$ cat src/rtl/sys_tri_root_pkg.sv
// Shared types and math helpers for the triangular-root block (packages sys_pkg_type, sys_pkg_math).
// Latency: none (types and functions only).
// Backpressure: not applicable.
package sys_pkg_type;

  typedef logic [31:0] u32;

  typedef enum logic [1:0] {
    IDLE = 2'd0,
    CALC = 2'd1,
    FIN  = 2'd2,
    DONE = 2'd3
  } sys_tri_root_st_e;

  typedef struct packed {
    u32 n;
    u32 r;
  } tri_res_t;

endpackage

package sys_pkg_math;
  import sys_pkg_type::*;

  // Number of sqrt iterations needed to cover the (W+3)-bit radicand 8x+1.
  function automatic int tri_root_iter(input int w);
    return (w + 4) / 2;
  endfunction

  // n*(n+1)/2 at 64 bits, never overflows for 32-bit n.
  function automatic logic [63:0] sum_arith_seq(input u32 n);
    logic [63:0] nn;
    nn = {32'h0, n};
    return (nn * (nn + 64'd1)) >> 1;
  endfunction

  // Reference inverse for benches: walk n upward until the next triangle exceeds x.
  function automatic tri_res_t tri_root(input u32 x);
    tri_res_t res;
    res = '0;
    for (int k = 1; k <= 100000; k++) begin
      if (sum_arith_seq(u32'(k)) > {32'h0, x}) break;
      res.n = u32'(k);
    end
    res.r = x - u32'(sum_arith_seq(res.n));
    return res;
  endfunction

endpackage

$ cat src/rtl/sys_tri_root_isqrt_step.sv
// One restoring integer-sqrt step: (q, s, pair) -> (q', s').
// Latency: combinational.
// Backpressure: none; the caller decides when to register the result.
module sys_isqrt_step #(
  parameter int SW = 18
) (
  input  logic [SW:0]   q,
  input  logic [SW-1:0] s,
  input  logic [1:0]    pair,
  output logic [SW:0]   q_nxt,
  output logic [SW-1:0] s_nxt
);

  logic [SW+1:0] a;
  logic [SW+1:0] b;
  logic [SW+1:0] t;

  // Trial subtract; the sign bit of t decides between accepting the new root bit and restoring.
  // The remainder invariant q <= 2s keeps every operand inside SW+2 bits.
  always_comb begin
    a     = (SW+2)'({q, pair});
    b     = {s, 2'b01};
    t     = a - b;
    q_nxt = t[SW+1] ? (SW+1)'(a) : (SW+1)'(t);
    s_nxt = (s << 1) | SW'(!t[SW+1]);
  end

endmodule

$ cat src/rtl/sys_tri_root.sv
// Largest n with n(n+1)/2 <= x plus remainder r, via isqrt(8x+1); optional SVA under SYS_TRI_ROOT_ASSERT_EN.
// Latency: out_vld high ITER+2 cycles after accept; one result per ITER+3 cycles.
// Backpressure: in_rdy only in IDLE; result held in DONE until out_rdy.
module sys_tri_root
  import sys_pkg_type::*;
  import sys_pkg_math::*;
#(
  parameter int W = 32
) (
  input  logic           clk,
  input  logic           rst_n,
  input  logic           in_vld,
  output logic           in_rdy,
  input  logic [W-1:0]   in_x,
  output logic           out_vld,
  input  logic           out_rdy,
  output logic [W/2:0]   out_n,
  output logic [W/2:0]   out_r
);

  localparam int SW   = (W + 4) / 2;
  localparam int ITER = tri_root_iter(W);
  localparam int CW   = $clog2(ITER + 1);

  sys_tri_root_st_e state;

  // Radicand padded with one leading zero to an even 2*ITER bits; consumed MSB pair first.
  logic [2*ITER-1:0] rad;
  logic [SW:0]       q;
  logic [SW-1:0]     s;
  logic [CW-1:0]     cnt;

  logic [1:0]        pair;
  logic [SW:0]       q_nxt;
  logic [SW-1:0]     s_nxt;
  logic [SW+2:0]     fin_sum;

  assign pair    = rad[2*ITER-1 -: 2];
  assign in_rdy  = (state == IDLE);
  assign out_vld = (state == DONE);

  sys_isqrt_step #(.SW(SW)) u_step (
    .q     (q),
    .s     (s),
    .pair  (pair),
    .q_nxt (q_nxt),
    .s_nxt (s_nxt)
  );

  // With s = isqrt(8x+1) and q = 8x+1-s^2: odd s gives 8r = q, even s gives 8r = q + 2s - 1.
  assign fin_sum = (SW+3)'(q) + (s[0] ? '0 : (((SW+3)'(s)) << 1) - (SW+3)'(1));

  // Control FSM and datapath registers.
  always_ff @(posedge clk or negedge rst_n) begin
    if (!rst_n) begin
      state <= IDLE;
      rad   <= '0;
      q     <= '0;
      s     <= '0;
      cnt   <= '0;
      out_n <= '0;
      out_r <= '0;
    end else begin
      case (state)
        IDLE: begin
          if (in_vld) begin
            rad   <= {1'b0, in_x, 3'b001};
            q     <= '0;
            s     <= '0;
            cnt   <= CW'(ITER - 1);
            state <= CALC;
          end
        end
        CALC: begin
          q   <= q_nxt;
          s   <= s_nxt;
          rad <= rad << 2;
          if (cnt == '0) state <= FIN;
          else           cnt   <= cnt - CW'(1);
        end
        FIN: begin
          out_n <= (W/2+1)'((s - SW'(1)) >> 1);
          out_r <= (W/2+1)'(fin_sum >> 3);
          state <= DONE;
        end
        DONE: begin
          if (out_rdy) state <= IDLE;
        end
        default: state <= IDLE;
      endcase
    end
  end

`ifdef SYS_TRI_ROOT_ASSERT_EN
  logic [W-1:0]   x_lat;
  logic [2*W-1:0] tri_sum;

  // Capture the accepted operand so the result can be checked against it.
  always_ff @(posedge clk or negedge rst_n) begin
    if (!rst_n)               x_lat <= '0;
    else if (in_vld && in_rdy) x_lat <= in_x;
  end

  assign tri_sum = (((2*W)'(out_n) * ((2*W)'(out_n) + (2*W)'(1))) >> 1) + (2*W)'(out_r);

  a_result: assert property (@(posedge clk) disable iff (!rst_n)
    out_vld |-> (tri_sum == (2*W)'(x_lat)) && (out_r <= out_n));

  a_hold: assert property (@(posedge clk) disable iff (!rst_n)
    (out_vld && !out_rdy) |=> ($stable(out_n) && $stable(out_r)));

  a_excl: assert property (@(posedge clk) disable iff (!rst_n)
    !(in_rdy && out_vld));

  if ((W % 2) != 0 || W < 4) begin : g_bad_w
    $error("sys_tri_root: W must be even and >= 4");
  end
`endif

endmodule
$ cat config.mk
export PLATFORM = sky130hd
export DESIGN_NAME = sys_tri_root
export DESIGN_NICKNAME = d
export VERILOG_FILES = /design/src/rtl/sys_tri_root_pkg.sv /design/src/rtl/sys_tri_root_isqrt_step.sv /design/src/rtl/sys_tri_root.sv
export SDC_FILE = /design/constraint.sdc
export NUM_CORES = 1
export LEC_CHECK = 0
export ABC_AREA = 1
export CORE_ASPECT_RATIO = 0.7
export CORE_UTILIZATION = 70
export CTS_CLUSTER_SIZE = 28
export DETAILED_ROUTE_END_ITERATION = 10
export DONT_BUFFER_PORTS = 1
export GPL_TIMING_DRIVEN = 0
export PLACE_DENSITY = 0.92
export SETUP_SLACK_MARGIN = 0.4
export SLEW_MARGIN = 10
export SYNTH_ARGS = -nofsm -noshare
export SYNTH_HDL_FRONTEND = slang
export SYNTH_SLANG_ARGS = --single-unit
$ cat constraint.sdc
create_clock -name clk -period 7.97 [get_ports clk]
set_clock_uncertainty 0.15 [all_clocks]
set_input_delay 1.594 -clock clk [delete_from_list [all_inputs] [get_ports clk]]
set_output_delay 1.594 -clock clk [all_outputs]
set_load 0.02 [all_outputs]
# == Yosys cells after proc, flatten, opt, wreduce, memory -nomap -nowiden ==
# Cells that the tools add are included.
# classes
multipliers,0
addsub,5
div_mod_pow,0
order_cmp,0
bitwise,1
reduce_logical,7
shift,0
eq_ne,7
n_mux,15
# ops
operator,n
$pmux 36 s2,1
$mux 19,2
$pmux 19 s2,1
$mux 36,1
$pmux 18 s2,1
$add 19x20->20,1
$mux 20,1
$sub 19x1->20 const B,1
$sub 20x20->20,1
$mux 18,1
$or 18x1->18,1
$sub 18x1->18 const B,1
$mux 5,2
$pmux 5 s2,1
$pmux 2 s4,1
$mux 2,3
$ne 2x2->1 const B,3
$reduce_and 3->1,2
$logic_not 5->1,1
$sub 5x1->5 const B,1
$eq 2x2->1 const B,2
$eq 2x1->1 const B,1
$logic_not 2->1,1
$ne 2x1->1 const B,1
other kinds (3),3
# totals
ff_bits,114
wordCells,42
latch_bits,0
mem_bits_ro,0
mem_count,0
ram_bits,0
input_bits,36

# == Longest topological paths before layout ==
# Gate-level depths: netlist of the first run.
# logic_depth
ltp_word,4
mapped_depth,21
ltp_nobuf,20

# == Cells and area by module ==
# From an unflattened synthesis of the first run, not the netlist that was laid out.
# unflattened
cells_unflattened,1131
area_unflattened_um2,7860.0
# modules_own_cells
mod,cells_each,instances,area_each_um2
sys_tri_root,794,1,6149.6
sys_isqrt_step,337,1,1710.4

# == Worst setup path before layout of the first run ==
# OpenSTA, ideal clock, no wires.
# synth_path
kind,register to register
from,register s[0]
to,register out_r[16]
t_arrival_ns,2.646
path_stages_with_launch,22
required_ns,7.703
synth_period_minus_slack_ns,2.913
setup_ns,0.117
slack_ns,5.057
path_cell_list,dfrtp_1 buf_2 inv_2 ha_1 nand2_1 nor2_1 nand2_1 nor2_1 nand2_1 xor2_1 nor2_1 ha_1 nand2_1 inv_1 a21oi_1 nor2_1 nor2_1 nand2_1 nand2_1 nand2_1 nand2_1 nand2_1
# synth_between
elab_chain_cells,3
# synth_rtl
element,line,rtl
"start, declared",sys_tri_root.sv:30,logic [SW-1:0] s;
"start signal, assigned",sys_tri_root.sv:76,s <= s_nxt;
$sub 19x1->20,sys_tri_root.sv:51,assign fin_sum = (SW+3)'(q) + (s[0] ? '0 : (((SW+3)'(s)) << 1) - (SW+3)'(1));
$mux 20 (*),sys_tri_root.sv:51,
$add 19x20->20 (*),sys_tri_root.sv:51,
"end signal, assigned",sys_tri_root.sv:83,out_r <= (W/2+1)'(fin_sum >> 3);
"end, declared",sys_tri_root.sv:18,output logic [W/2:0] out_r
# Mark *: on every way between the ends. The rest lies on a longest branch, timed or not.
# A chain may end at the register's enable or synchronous reset.

# == Final worst setup path of the first run ==
# layout_path
from,register s[0]
to,register out_r[14]
# Same word-level chain as after synthesis.

==> metrics.txt, run 1 <==
sequential share of the synthesized area=37.1%; largest family of logic cells by synthesized area=simple AND/OR/NAND/NOR gates; Nets=1158; end point of the worst hold path=rad[2]$_DFFE_PN0P_; estimated wirelength of the detail-placed design=14.8 mm; worst reg2reg path depth=17; pin count of the biggest net entering global routing=114; post-synthesis instance area=0.00763 mm²; Synth top area share=37.1%; vias in the first global route=6865; Starting Density=72.8%; die span in x=127 µm; area inside the core boundary=0.0105 mm²; IO Port Bufs=0; launch point of the worst path=s[0]$_DFFE_PN0P_; routed len/inst=17.0 µm; global-route wire length before repair=33.4 mm; register-to-register setup slack=4.06 ns; gr ovfl total=0; filler cell count=718; initial antenna violation count=0; endpoint of the worst register-to-register path=out_r[14]$_DFFE_PN0P_; number of buffers inserted to repair setup after CTS=0; total vias in the final route=7513; fraction of the cycle the final worst path needs=49.0%; iteration-0 DRC count of the detailed router=906; total wire length after detailed routing=20.8 mm; net count after synthesis=1139; total die area=0.0113 mm²; number of placed I/O pins=72; fraction of layout cells with a size suffix above 1=7.60%; max_slew headroom=55.5%; element type at the critical path start=flip-flop; global-route usage over all layers=38.1%; worst min path class=flip-flop to flip-flop; Mean Syn Cell Area=7.19 µm²; arithmetic-cell share of the synthesized area counting full adders, half adders and majority gates=7.05%; status=completed; most area-hungry cell type in the Yosys netlist=sky130_fd_sc_hd__dfrtp_1; DR vias/cell=6.14; worst skew pair latency=0.41 ns; Cells after Synth=1060; CTS tree=built; number of hold-slack violations in the final timing report=0; Slew Viols, Final=0; Synth Area in Simple Gates=29.7%; most common cell after layout, fill and taps aside=sky130_fd_sc_hd__nand2_1; number of sinks on the clock net=113; First-pass DRT Iterations=6; number of max-cap violations=0; Setup crit end kind=flip-flop; setup repair after global routing missed its margin=no; CTS Hold Bufs=0; clock period minus final worst setup slack=3.91 ns; final setup violating endpoints=0; Min-Delay Path Depth=2; top cells by area, synth=sky130_fd_sc_hd__dfrtp_1 37%, sky130_fd_sc_hd__nand2_1 15%, sky130_fd_sc_hd__inv_1 7.1%, sky130_fd_sc_hd__ha_1 7.1%, sky130_fd_sc_hd__nand3_1 4.9%; accumulated negative setup slack=0 ns; GP Congestion=0.955; largest fanout on the critical path=9; post-cts resize count=0; WS Path Type=flip-flop to flip-flop; xor/xnor cell area share of the yosys netlist=3.22%; count of antenna diodes in the layout=0; Vert. Die Dim=89.3 µm; post-synthesis mux area share=0%; required time at the worst-slack endpoint=8.11 ns; synth unique cells=42; maximum achievable frequency=256 MHz; number of buffers created by CTS=17; crit path DAT=4.04 ns; final routed DRC violation total=0; maximum buffer depth of the clock tree=2; layout overhead on the synthesized area=10.5%; FF-to-FF Start=s[0]$_DFFE_PN0P_; Yosys warning total=0; H-Tree Level Count=4; fraction of the mapped netlist area in compound gates=13.3%; Std-Cell Rows=31; post-CTS clock slew at the launch and capture registers of the worst setup and hold paths=0.06 ns; startpoint of the tightest hold check path=rad[0]$_DFFE_PN0P_; Clock Root Buffer=sky130_fd_sc_hd__clkbuf_16; Yosys reg bits=113; leading cell types in the layout, fill and taps excluded=302 x sky130_fd_sc_hd__nand2_1, 144 x sky130_fd_sc_hd__inv_1, 113 x sky130_fd_sc_hd__dfrtp_1; number of nets still failing antenna checks after routing=0; Tightest Pin Transition=0.667 ns
cell type report:
type | instances | area (µm²) | area share [%]
flip-flops and latches | 113 | 2830 | 33.5
well taps | 132 | 165 | 1.96
clock inverters | 12 | 183 | 2.17
inverters | 148 | 556 | 6.59
plain buffers | 35 | 175 | 2.08
clock buffers | 20 | 457 | 5.42
multi-input cells | 764 | 4070 | 48.2
sequential cells by signal, summed over array words and instances (netlist names):
signal and cells:
cnt 5, out_n 17, out_r 17, q 19, rad 35, s 18, state 2
logic make-up after synthesis:
| group | Yosys count |
|---|---|
| XOR/XNOR | 28 |
| flip-flops | 113 |
| adder cells (fa/ha/maj) | 43 |
| AO/OA/AOI/OAI | 175 |
| buffers and inverters | 183 |
| AND/OR/NAND/NOR | 518 |
synth_stat cells (all sizes together):
library cell	n
nor3	11
nand4	13
clkbuf	22
a21oi	37
nand3	77
nand3b	13
a221oi	1
inv	147
nand2	319
o21a	1
or2	6
o22ai	18
ha	43
dfrtp	113
o211ai	31
o21bai	7
xor2	22
clkinv	1
xnor2	6
nor2	77
o21ai	76
a21o	1
buf	13
and3	2
a31oi	2
o32ai	1
per-layer routing:
metal	vias to the layer above	global-route usage, %	wire (µm)
met2	479	61.7	9350
met3	68	7.48	2160
met1	3483	51.3	8710
li1	3483	-	-
met5	-	0	0
met4	0	15.0	564
worst max-delay path, cell delays in order, from the launching register on:
cell and delay, ns:
sky130_fd_sc_hd__dfrtp_1 0.39, sky130_fd_sc_hd__buf_2 0.20, sky130_fd_sc_hd__inv_2 0.15, sky130_fd_sc_hd__ha_1 0.33, sky130_fd_sc_hd__nand2_1 0.09, sky130_fd_sc_hd__nor2_1 0.15
sky130_fd_sc_hd__nand2_1 0.17, sky130_fd_sc_hd__nor2_1 0.23, sky130_fd_sc_hd__xor2_1 0.33, sky130_fd_sc_hd__nor2_1 0.08, sky130_fd_sc_hd__ha_1 0.38, sky130_fd_sc_hd__nand4_1 0.16
sky130_fd_sc_hd__nor3_1 0.37, sky130_fd_sc_hd__nand4_1 0.20, sky130_fd_sc_hd__nand3_1 0.14, sky130_fd_sc_hd__nand2_1 0.07, sky130_fd_sc_hd__nand3_1 0.10, sky130_fd_sc_hd__nand2_1 0.09
per-stage QoR:
stage	instance area [µm²]	setup slack, ns	hold WS [ns]	cells	util (%)
final	8430	4.06	0.324	1224	80.5
after global routing	8430	3.89	0.364	1224	80.5
after CTS	8430	4.25	0.328	1224	80.5
after detailed placement	7790	4.42	0.318	1192	74.4
after global placement	7790	4.50	0.319	1192	74.4
after floorplan	7630	5.06	0.298	1060	-
how the worst max path moves through the flow:
stage               cells past startpoint                     to
CTS                                    17  out_r[14]$_DFFE_PN0P_
finish                                 17  out_r[14]$_DFFE_PN0P_
detailed placement                     17  out_r[14]$_DFFE_PN0P_
global route                           17  out_r[14]$_DFFE_PN0P_
global placement                       15   out_r[7]$_DFFE_PN0P_
floorplan                              21  out_r[16]$_DFFE_PN0P_
Power of run 1 is left out: the tool's default activity adds up to more than one toggle a clock period on the data nets, which glitch-free logic cannot reach.
==> run 2: changes to the inputs <==
CORE_UTILIZATION = 65   (was 70)
PLACE_DENSITY = 0.87   (was 0.92)
clock period = 3.81 ns   (was 7.97 ns; I/O delays follow)
==> metrics.txt, run 2 (synthesis gave the netlist of run 1 again) <==
status=finished with violations; failing checks=hold timing; vias in the first global route=7076; total vias in the final route=7544; Vert. Die Dim=92.6 µm; area taken by flip-flops and latches=0.00283 mm²; launch point of the worst path=s[4]$_DFFE_PN0P_; critical-path cell with the highest stage delay=sky130_fd_sc_hd__ha_2; total wire length after detailed routing=21.2 mm; Std-Cell Rows=32; number of hold-slack violations in the final timing report=113; number of placed I/O pins=72; Setup Slack @ Placement=0.249 ns; destination of the critical timing path=out_r[16]$_DFFE_PN0P_; Largest register FFs=35; Starting Density=68.0%; cell repeated most along the worst path=sky130_fd_sc_hd__nand2_1; gate family responsible for the most delay along the worst path=simple AND/OR/NAND/NOR gates; leading cell types in the layout, fill and taps excluded=299 x sky130_fd_sc_hd__nand2_1, 144 x sky130_fd_sc_hd__inv_1, 113 x sky130_fd_sc_hd__dfrtp_1; endpoint of the worst register-to-register path=out_r[16]$_DFFE_PN0P_; DR vias/cell=6.04; clock period minus final worst setup slack=3.41 ns; total buffers and inverters traversed by the critical path=1; die span in x=131 µm; initial antenna violation count=0; filler cell count=777; worst hold slack after final layout=-0.117 ns; global-route wire length before repair=34.0 mm; estimated wirelength of the detail-placed design=14.7 mm; Nets=1161; worst reg2reg path depth=19; final routed DRC violation total=0; maximum buffer depth of the clock tree=2; area inside the core boundary=0.0112 mm²; pin count of the biggest net entering global routing=114; accumulated negative setup slack=0 ns; longest individual stage delay on the worst path=0.42 ns; GP Congestion=0.940; number of sinks on the clock net=113; setup slack after layout=0.398 ns; fraction of the cycle the final worst path needs=89.5%; count of antenna diodes in the layout=0; multi-input combinational cell area=0.00420 mm²; crit path DAT=3.62 ns; number of max-cap violations=0; WP depth=19; max_slew headroom=59.0%; chain of cells forming the critical path=nor2_1 > nand2_1 > nor2_4 > nand2_1 > nor2_4 > nand3_1 > xor2_1 > nor2_1 > ha_2 > nand2_2 > inv_1 > nand3_1 > nor3_1 > nand2_1 > nand2_1 > nand2_1 > nand2_1 > nand2_1 > nand2_1; final standard cell utilization of the core=76.4%; biggest regs=rad x35, q x19, s x18; H-Tree Level Count=4; Tightest Pin Transition=0.614 ns; Clock Root Buffer=sky130_fd_sc_hd__clkbuf_16; fraction of layout cells with a size suffix above 1=9.50%; First-pass DRT Iterations=6; FF-to-FF Start=s[4]$_DFFE_PN0P_; setup repair after global routing missed its margin=no; post-CTS clock slew at the launch and capture registers of the worst setup and hold paths=0.06 ns; global-route usage over all layers=35.4%; worst skew pair latency=0.42 ns; Largest Register=rad; iteration-0 DRC count of the detailed router=859; layout overhead on the synthesized area=12.3%; WS Path Type=flip-flop to flip-flop; required time at the worst-slack endpoint=4.01 ns; IO Port Bufs=0; number of buffers created by CTS=17; CTS tree=built; gr ovfl total=0; routed len/inst=17.0 µm; worst min path class=input port to asynchronous set/reset pin; final setup violating endpoints=0; maximum achievable frequency=293 MHz; Slew Viols, Final=0; register-to-register setup slack=0.40 ns; number of nets still failing antenna checks after routing=0; total die area=0.0122 mm²; largest fanout on the critical path=6; Setup crit end kind=flip-flop; element type at the critical path start=flip-flop; most common cell after layout, fill and taps aside=sky130_fd_sc_hd__nand2_1
[run 2: how the worst min path moves through the flow]
stage | endpoint | slack, ns | depth (start not counted)
2_1_floorplan | rad[2]$_DFFE_PN0P_ | 0.30 | 2
3_3_place_gp | rad[2]$_DFFE_PN0P_ | 0.31 | 2
3_5_place_dp | q[15]$_DFFE_PN0P_ | 0.32 | 0
4_1_cts | q[15]$_DFFE_PN0P_ | -0.11 | 0
5_1_grt | q[15]$_DFFE_PN0P_ | -0.12 | 0
6_report | q[15]$_DFFE_PN0P_ | -0.12 | 0
[run 2: metal layers]
layer	GRT usage (%)	routed length (µm)	part of all wire [%]
met1	47.2	8880	42
met2	56.2	9680	46
met3	8.70	2120	10
met4	12.7	480	2.3
met5	0	0	0
[run 2: cell type report]
class                      count  share of cell area (%)
buffer                        35                    2.04
clock buffer                  18                    5.13
clock inverter                14                    1.83
inverter                     148                    6.51
multi-input combinational    764                    49.0
sequential                   113                    33.0
tap                          153                    2.23
timing repair buffer           3                   0.263
[run 2: through the flow]
stage                     std cells  cell area, µm²
after floorplan                1060            7630
after global placement         1213            7820
after detailed placement       1213            7820
after CTS                      1246            8440
after global routing           1248            8570
final                          1248            8570
[run 2: what timing repair did]
action	CTS	global route
buffers inserted	1	2
hold endpoints to repair	113	113
setup endpoints to repair	9	10
pin swaps	1	2
resized for setup	6	24
Power of run 2 is left out for the same reason.
